## config.mk

```make
export PLATFORM = sky130hd
export DESIGN_NAME = seq_alu_flat
export DESIGN_NICKNAME = d
export VERILOG_FILES = /design/src/rtl/seq_alu_if.sv /design/src/rtl/seq_alu.sv /design/src/flat_wrapper.sv
export SDC_FILE = /design/constraint.sdc
export NUM_CORES = 1
export LEC_CHECK = 0
export CAP_MARGIN = 5
export CORE_MARGIN = 8
export CORE_UTILIZATION = 51
export DETAILED_ROUTE_END_ITERATION = 7
export PLACE_DENSITY = 0.82
export SKIP_CTS_REPAIR_TIMING = 1
export SYNTH_ARGS = -nofsm -noshare
export SYNTH_HDL_FRONTEND = slang
export SYNTH_SLANG_ARGS = --single-unit
```

## constraint.sdc

```tcl
create_clock -name clk -period 1.8 [get_ports clk]
set_input_delay 0.36 -clock clk [delete_from_list [all_inputs] [get_ports clk]]
set_output_delay 0.36 -clock clk [all_outputs]
set_load 0.01 [all_outputs]
```

## src/rtl/seq_alu_if.sv

```systemverilog
// -----------------------------------------------------------------------------
// seq_alu_if
// Request/response bundle between an operand source and the seq_alu block.
//
//   start    : request, sampled by the ALU only while it is not multiplying
//   S        : operation select (00 MUL, 01 CMP, 10 ADD, 11 SUB)
//   X, Y     : operands A and B
//   busy     : high while a multiply is iterating
//   done     : one-cycle pulse, result fields valid from this cycle on
//   F        : result
//   Cout     : carry / no-borrow / compare / multiply-overflow flag
//   Overflow : two's-complement overflow for ADD and SUB
//
// master : the side issuing requests (operand registers, testbench)
// slave  : the ALU itself
// -----------------------------------------------------------------------------
interface seq_alu_if #(
    parameter int WIDTH = 5
);
    logic             start;
    logic [1:0]       S;
    logic [WIDTH-1:0] X;
    logic [WIDTH-1:0] Y;
    logic             busy;
    logic             done;
    logic [WIDTH-1:0] F;
    logic             Cout;
    logic             Overflow;

    modport master (
        output start, S, X, Y,
        input  busy, done, F, Cout, Overflow
    );

    modport slave (
        input  start, S, X, Y,
        output busy, done, F, Cout, Overflow
    );
endinterface

```

## src/rtl/seq_alu.sv

```systemverilog
// -----------------------------------------------------------------------------
// seq_alu
// Registered four-function ALU with a start/busy/done handshake. CMP, ADD and
// SUB complete in one cycle; MUL runs a WIDTH-step shift-add multiplier and
// reports whether the full product fits in WIDTH bits.
//
// Ports:
//   clk   : rising-edge clock
//   rst_n : asynchronous active-low reset (aborts a multiply in flight)
//   bus   : seq_alu_if.slave (start, S, X, Y in; busy, done, F, Cout,
//           Overflow out)
// -----------------------------------------------------------------------------
module seq_alu #(
    parameter int WIDTH = 5,
    parameter int CW    = $clog2(WIDTH + 1)
) (
    input  logic        clk,
    input  logic        rst_n,
    seq_alu_if.slave    bus
);

    localparam logic [1:0] OP_MUL = 2'b00;
    localparam logic [1:0] OP_CMP = 2'b01;
    localparam logic [1:0] OP_ADD = 2'b10;
    localparam logic [1:0] OP_SUB = 2'b11;

    typedef enum logic [1:0] {
        ST_IDLE = 2'd0,
        ST_MUL  = 2'd1,
        ST_DONE = 2'd2
    } state_t;

    state_t               r_state;
    state_t               w_state_nxt;

    logic [CW-1:0]        r_cnt;
    logic [2*WIDTH-1:0]   r_acc;
    logic [2*WIDTH-1:0]   r_mcand;
    logic [WIDTH-1:0]     r_mplier;
    logic [WIDTH-1:0]     r_f;
    logic                 r_cout;
    logic                 r_ovf;

    logic                 w_accept;
    logic                 w_last;
    logic [2*WIDTH-1:0]   w_acc_nxt;
    logic [WIDTH+1:0]     w_single;

    // Single-cycle ops. Returns {Overflow, Cout, F}; the (WIDTH+1)-bit sum
    // already carries Cout in its top bit.
    function automatic logic [WIDTH+1:0] single_op(
        input logic [1:0]       s,
        input logic [WIDTH-1:0] x,
        input logic [WIDTH-1:0] y
    );
        logic [WIDTH:0] sum;
        logic           ovf;
        sum = '0;
        ovf = 1'b0;
        case (s)
            OP_ADD: begin
                sum = {1'b0, x} + {1'b0, y};
                ovf = (x[WIDTH-1] == y[WIDTH-1]) && (sum[WIDTH-1] != x[WIDTH-1]);
            end
            OP_SUB: begin
                // Carry-out of X + ~Y + 1 is the "no borrow" flag.
                sum = {1'b0, x} + {1'b0, ~y} + {{WIDTH{1'b0}}, 1'b1};
                ovf = (x[WIDTH-1] != y[WIDTH-1]) && (sum[WIDTH-1] != x[WIDTH-1]);
            end
            OP_CMP: begin
                sum = {(x > y), {WIDTH{1'b0}}};
            end
            default: begin
                sum = '0;
            end
        endcase
        return {ovf, sum};
    endfunction

    // Start is ignored (not queued) while multiplying.
    assign w_accept  = bus.start && (r_state != ST_MUL);
    assign w_last    = (r_state == ST_MUL) && (r_cnt == CW'(1));
    assign w_acc_nxt = r_mplier[0] ? (r_acc + r_mcand) : r_acc;
    assign w_single  = single_op(bus.S, bus.X, bus.Y);

    always_ff @(posedge clk or negedge rst_n) begin
        if (!rst_n) begin
            r_state <= ST_IDLE;
        end else begin
            r_state <= w_state_nxt;
        end
    end

    always_comb begin
        w_state_nxt = r_state;
        case (r_state)
            ST_IDLE, ST_DONE: begin
                if (w_accept) begin
                    w_state_nxt = (bus.S == OP_MUL) ? ST_MUL : ST_DONE;
                end else begin
                    w_state_nxt = ST_IDLE;
                end
            end
            ST_MUL: begin
                if (w_last) begin
                    w_state_nxt = ST_DONE;
                end
            end
            default: begin
                w_state_nxt = ST_IDLE;
            end
        endcase
    end

    always_ff @(posedge clk or negedge rst_n) begin
        if (!rst_n) begin
            r_cnt    <= '0;
            r_acc    <= '0;
            r_mcand  <= '0;
            r_mplier <= '0;
            r_f      <= '0;
            r_cout   <= 1'b0;
            r_ovf    <= 1'b0;
        end else if (w_accept) begin
            if (bus.S == OP_MUL) begin
                // Result registers are left alone so F holds during MUL.
                r_cnt    <= CW'(WIDTH);
                r_acc    <= '0;
                r_mcand  <= {{WIDTH{1'b0}}, bus.X};
                r_mplier <= bus.Y;
            end else begin
                {r_ovf, r_cout, r_f} <= w_single;
            end
        end else if (r_state == ST_MUL) begin
            r_acc    <= w_acc_nxt;
            r_mcand  <= r_mcand << 1;
            r_mplier <= r_mplier >> 1;
            r_cnt    <= r_cnt - CW'(1);
            if (w_last) begin
                // Final partial product is folded in on this same edge.
                r_f    <= w_acc_nxt[WIDTH-1:0];
                r_cout <= |w_acc_nxt[2*WIDTH-1:WIDTH];
                r_ovf  <= 1'b0;
            end
        end
    end

    assign bus.busy     = (r_state == ST_MUL);
    assign bus.done     = (r_state == ST_DONE);
    assign bus.F        = r_f;
    assign bus.Cout     = r_cout;
    assign bus.Overflow = r_ovf;

endmodule

```

## src/flat_wrapper.sv

```systemverilog
// flat-port wrapper written by rule: the top's interface ports become plain ports
module seq_alu_flat 
#(
    parameter int WIDTH = 5,
    parameter int CW    = $clog2(WIDTH + 1)
)
  (clk, rst_n, bus_start, bus_S, bus_X, bus_Y, bus_busy, bus_done, bus_F, bus_Cout, bus_Overflow);
  seq_alu_if #(.WIDTH(WIDTH)) bus_i ();
  input  logic clk;
  input  logic rst_n;
  input wire logic [$bits(bus_i.start)-1:0] bus_start;
  input wire logic [$bits(bus_i.S)-1:0] bus_S;
  input wire logic [$bits(bus_i.X)-1:0] bus_X;
  input wire logic [$bits(bus_i.Y)-1:0] bus_Y;
  output wire logic [$bits(bus_i.busy)-1:0] bus_busy;
  output wire logic [$bits(bus_i.done)-1:0] bus_done;
  output wire logic [$bits(bus_i.F)-1:0] bus_F;
  output wire logic [$bits(bus_i.Cout)-1:0] bus_Cout;
  output wire logic [$bits(bus_i.Overflow)-1:0] bus_Overflow;
  assign bus_i.start = bus_start;
  assign bus_i.S = bus_S;
  assign bus_i.X = bus_X;
  assign bus_i.Y = bus_Y;
  assign bus_busy = bus_i.busy;
  assign bus_done = bus_i.done;
  assign bus_F = bus_i.F;
  assign bus_Cout = bus_i.Cout;
  assign bus_Overflow = bus_i.Overflow;
  seq_alu #(.WIDTH(WIDTH), .CW(CW)) u_core (.clk(clk), .rst_n(rst_n), .bus(bus_i));
endmodule
```

==> impl_metrics.toml, run 1 <==
[run_status]
status = "complete, but fails checks"
violations = "negative setup slack"

[pwr]
p_leak_uw = 0.00181
power.density_nw_per_um2 = 1380
vdd_drop_max_uv = 771

[yosys]
ys_seq_area_share_pct = 36.2
synth_mux_area_share_pct = 2.59
synth_largest_area_cell = "dfrtp_1"
ys_ff_latch = 37
synth-xor-area-share_pct = 2.74
synth_area_leaders = "dfrtp_1, ha_1, nand2_1"
ys_warn_count = 0
syn_inst = 301
synth_top_family_by_area = "compound AO/OA/AOI/OAI gates"
synth_fa_ha_area_share_pct = 12.6
synth_compound_area_share_pct = 21.8
yosys.area.top_type_share_pct = 36.2
yosys.area_share.simple_pct = 19.1
synth.distinct_cells = 46
synthesis.area_sq_um = 2560
synth_enable_flop_cells = 0
async_flop_share_pct = 100
synth_fp_nets = 340
avgSynthCellArea_sq_um = 8.50
synth_top_flop_cell = "dfrtp_1"

[clock_tree]
clock_latency_ps = 290
clock_sinks = 37
cts-root-buf = "clkbuf_8"
cts_buffer_depth = 2
cts_tree = "built"
cts_max_level = 2
cts_made_buffers = 5
clk_pin_slew_ps = 70

[routing]
final_antenna_net_count = 0
drtPass1Iterations = 5
drt_iter0_drc = 219
viasPerCell = 5.73
wl_mm = 7.71
vias = 2653
route.detailed.drc = 0
wl_per_cell_um = 16.7

[global_routing]
use_met3_pct = 2.93
grt-busiest-layer = "met2"
first_global_vias = 2548
grtUsageMet2_pct = 34.3
grt_first_pass_wirelength_mm = 11.8
grt_max_degree = 22
antenna_found_initial = 0
overflow = 0
met1_usage_pct = 23.3
grt.total_usage_pct = 19.7

[worst_hold_path]
min_path_type = "input pin to async pin"

[critical_path]
crit_fanout = 3
cp_top_family = "compound AO/OA/AOI/OAI gates"
reg2reg_from = "u_core.r_mcand[1]$_DFFE_PN0P_"
reg2regPathDepth = 7
path_depth = 7
arrival_ps = 2220
crit_required_ps = 1970
cp_cell_sequence = "ha_1 -> a21o_1 -> nand4_1 -> a21oi_2 -> mux2_4 -> o31ai_4 -> nand4_1"
crit_slowest_cell = "dfrtp_1"
path_buf_inv = 0
end_kind = "flip-flop"
cpPeakStageDelay_ps = 390
path_class = "flip-flop to flip-flop"
r2r-end = "u_core.bus.Cout$_DFFE_PN0P_"
startpoint_type = "flip-flop"
worst-r2r-setup-slack_ps = -240
cp_common_cell = "nand4_1"
startpoint = "u_core.r_mcand[1]$_DFFE_PN0P_"

[place]
place_ws_ps = -657
io_buffers = 23
gp_congestion = 0.908
dpl.hpwl_mm = 5.62

[timing]
finalWorstSetupSlack_ps = -244
finalCriticalPeriod_ps = 2040
worst_pin_slew_ps = 450
finalSetupViolations = 7
setup-tns-final_ps = -1190
finalCritPeriodShare_pct = 114
fmax_mhz = 489
final_hold_viol_count = 0
finalClockSkew_ps = 4.70
hold_slack_ps = 4.47
slew_headroom_pct = 70.0
drv_slew = 0
rsz0062_at_grt = "true"

[floorplan]
rows = 25
start_util_pct = 53.5
die_area_sq_um = 7540
io_pins = 24
core_area_sq_um = 4790
die_w_um = 86.8
dieHeight_um = 86.8

[flow_run]
cap_violations = 0

[finish]
layout_common_cells = "buf_4, nand2_1, dfrtp_1, o21ai_0, nor2_1"
mostFrequentLayoutCell = "buf_4"
drive_gt1_share_pct = 31.8
nets = 435
diodes = 0
area_delta_synth_final_pct = 45.4
-- routing by layer --
metal  part of all wire, %  wire [um]
met2                    51       3910
met3                   3.8        294
met4                   2.7        211
met1                    43       3290
met5                     0          0
-- cells by family after synthesis --
family	Yosys count
AOI/OAI and AO/OA	88
xor gates and xnor gates	8
adders and majority gates	24
buffers and inverters	33
DFF	37
muxes	6
and+or+nand+nor	105
-- power breakdown --
group          internal [uW]  leakage, uW  total [uW]  switching [uW]
clock network            304    0.0000443         595             291
registers               1170     0.000465        1430             255
logic                   1580      0.00130        3120            1540
total                   3060      0.00181        5150            2090
-- per-stage QoR --
stage / util [%] / std cells / instance area [sq um] / total power [uW]
2_1_floorplan: - / 301 / 2580 / 2930
3_3_place_gp: 70.6 / 450 / 3380 / 4050
4_1_cts: 72.4 / 457 / 3470 / 4780
5_1_grt: 77.8 / 463 / 3720 / 5510
3_5_place_dp: 70.6 / 450 / 3380 / 4170
6_report: 77.8 / 463 / 3720 / 5150
-- worst register-to-register path, delay by kind of cell, from the launching register on --
family	cells	cell delay, ps
simple gates	2	260
fa+ha+maj	1	290
flops	1	390
mux	1	360
compound gates	3	630
-- synth_stat cells (all sizes together), types with 5 or more instances --
library cell / number
a21o: 6
a21oi: 15
a31oi: 11
clkbuf: 9
dfrtp: 37
ha: 21
inv: 22
nand2: 40
nand3: 10
nor2: 22
nor2b: 7
nor3: 6
o21ai: 30
xnor2: 5
-- worst max path at each step --
stage | end | slack (ps)
final | u_core.bus.Cout$_DFFE_PN0P_ | -240
after global routing | u_core.bus.F[4]$_DFFE_PN0P_ | -320
after CTS | u_core.bus.F[4]$_DFFE_PN0P_ | -370
after detailed placement | u_core.bus.F[3]$_DFFE_PN0P_ | -660
after global placement | u_core.bus.F[3]$_DFFE_PN0P_ | -560
after floorplan | u_core.bus.Cout$_DFFE_PN0P_ | -40
-- state kept, by name (all words and copies together), names as in the netlist --
name / flops
u_core.r_acc: 10
u_core.r_mcand: 10
u_core.bus.F: 5
u_core.r_mplier: 5
u_core.r_cnt: 3
u_core.r_state: 2
u_core.bus.Cout: 1
u_core.bus.Overflow: 1
-- area by class of cell --
type	instances	area (sq um)
clock buffers	7	86.3
fillers	322	1060
well taps	67	83.8
flip-flops and latches	37	926
repair buffers	99	818
multi-input cells	231	1720
inverters	22	82.6
Note: power is estimated with default switching activity, not from simulation.
==> run 2: changes to the inputs <==
CTS_BUF_LIST = sky130_fd_sc_hd__clkbuf_2 sky130_fd_sc_hd__clkbuf_4 sky130_fd_sc_hd__clkbuf_8   (was unset)
==> run 2 against run 1 <==
  * The run still ends with negative setup slack left
  * Final area decreased by 1.2%
  * Non-clock buffer count decreased by 4
  * Die area stayed put
  * Combinational power decreased by 4%
  * Sequential share of layout area up 0.30 points
  * Routed wire length decreased by 2.7%
  * Global-route usage is the same
  * Largest cell class unchanged
  * Largest power group unchanged
==> impl_metrics.toml, run 2 (synthesized netlist as in run 1, its figures left out) <==
[floorplan]
start_util_pct = 53.5
core_area_sq_um = 4790
die_w_um = 86.8
rows = 25
die_area_sq_um = 7540
io_pins = 24
dieHeight_um = 86.8

[clock_tree]
cts-root-buf = "clkbuf_8"
clock_latency_ps = 290
cts_max_level = 2
cts_buffer_depth = 2
clock_sinks = 37
cts_made_buffers = 5
clk_pin_slew_ps = 70
cts_tree = "built"

[finish]
postLayoutCoreUtil_pct = 76.8
reg_top3 = "u_core.r_acc: 10 flops, u_core.r_mcand: 10 flops"
mostFrequentLayoutCell = "buf_4"
layout_common_cells = "buf_4, nand2_1, dfrtp_1, o21ai_0, nor2_1"
final_area_sq_um = 3680
area_delta_synth_final_pct = 43.7
drive_gt1_share_pct = 30.9
nets = 431
diodes = 0

[run_status]
violations = "negative setup slack"
status = "complete, but fails checks"

[global_routing]
overflow = 0
first_global_vias = 2551
grt.total_usage_pct = 19.7
antenna_found_initial = 0
grt_first_pass_wirelength_mm = 11.8
grt_max_degree = 22

[critical_path]
crit_slowest_cell = "dfrtp_1"
crit_fanout = 5
reg2reg_from = "u_core.r_mcand[3]$_DFFE_PN0P_"
cpPeakStageDelay_ps = 430
worst-r2r-setup-slack_ps = -290
arrival_ps = 2260
reg2regPathDepth = 7
r2r-end = "u_core.bus.Cout$_DFFE_PN0P_"
crit_required_ps = 1970
path_class = "flip-flop to flip-flop"
path_buf_inv = 0
startpoint_type = "flip-flop"
cp_cell_sequence = "ha_4 -> a21o_1 -> a21oi_2 -> a21oi_4 -> mux2_4 -> o31ai_4 -> nand4_1"
cp_top_family = "compound AO/OA/AOI/OAI gates"
end_kind = "flip-flop"

[timing]
slew_headroom_pct = 70.1
drv_slew = 0
finalClockSkew_ps = 5.43
setup-tns-final_ps = -1300
rsz0062_at_grt = "true"
finalCriticalPeriod_ps = 2090
finalCritPeriodShare_pct = 116
hold_slack_ps = 2.97
fmax_mhz = 479
worst_pin_slew_ps = 449
finalWorstSetupSlack_ps = -287
final_hold_viol_count = 0
finalSetupViolations = 7

[routing]
vias = 2588
viasPerCell = 5.64
route.detailed.drc = 0
wl_per_cell_um = 16.3
drtPass1Iterations = 5
final_antenna_net_count = 0
wl_mm = 7.50
drt_iter0_drc = 202

[pwr]
intPower_uw = 3000
clockPowerShare_pct = 12.0
power_switching_uw = 2030
p_comb_share_pct = 59.6
seqPwrFrac_pct = 28.4
p_sw_share_pct = 40.4
p_leak_uw = 0.00178
vdd_drop_max_uv = 757
finalPower_uw = 5030
power.density_nw_per_um2 = 1370

[flow_run]
cap_violations = 0

[place]
dpl.hpwl_mm = 5.62
postPlaceCellArea_sq_um = 3380
gp_congestion = 0.908
io_buffers = 23

[worst_hold_path]
min_path_type = "input pin to async pin"
run 2: cell types whose count changed in the layout (fill, tap and decap cells not counted), sizes merged:
cell,change
buf,-4
run 2: per-stage QoR:
stage          setup slack [ps]  cells
6_report                   -287    459
4_1_cts                    -370    457
3_3_place_gp               -555    450
5_1_grt                    -364    459
2_1_floorplan             -36.4    301
3_5_place_dp               -657    450
run 2: how the worst max path moves through the flow:
stage | from | to | slack, ps | depth (start not counted)
after global placement | bus_Y[2] | u_core.bus.F[3]$_DFFE_PN0P_ | -560 | 9
final | u_core.r_mcand[3]$_DFFE_PN0P_ | u_core.bus.Cout$_DFFE_PN0P_ | -290 | 7
after CTS | bus_Y[0] | u_core.bus.F[4]$_DFFE_PN0P_ | -370 | 10
after global routing | u_core.r_mcand[4]$_DFFE_PN0P_ | u_core.bus.Cout$_DFFE_PN0P_ | -360 | 6
after floorplan | u_core.r_acc[1]$_DFFE_PN0P_ | u_core.bus.Cout$_DFFE_PN0P_ | -40 | 7
after detailed placement | bus_Y[1] | u_core.bus.F[3]$_DFFE_PN0P_ | -660 | 9
run 2: worst register-to-register path: stages (launching register included):
cell,delay (ps)
dfrtp_1,430
ha_4,290
a21o_1,200
a21oi_2,270
a21oi_4,130
mux2_4,340
o31ai_4,190
nand4_1,110
run 2: layout make-up:
type / instances / area [sq um]
tap: 67 / 83.8
fill: 337 / 1110
clock buffer: 7 / 90.1
sequential: 37 / 926
multi-input combinational: 231 / 1710
inverter: 22 / 82.6
timing repair buffer: 95 / 785
run 2: per-layer routing:
| metal | global-route usage [%] | vias up | part of all wire [%] |
|---|---|---|---|
| met5 | 0 | - | 0 |
| met4 | 8.45 | 0 | 2.4 |
| met2 | 34.3 | 83 | 50 |
| met1 | 23.3 | 1244 | 44 |
| met3 | 2.84 | 19 | 4.1 |
| li1 | - | 1242 | - |
run 2: power by group through the flow:
stage	Clock, uW	Combinational [uW]	Sequential, uW
global placement	0	2660	1390
detailed placement	0	2750	1410
CTS	608	2780	1400
finish	603	3000	1430
floorplan	0	1520	1410
global route	640	3300	1460
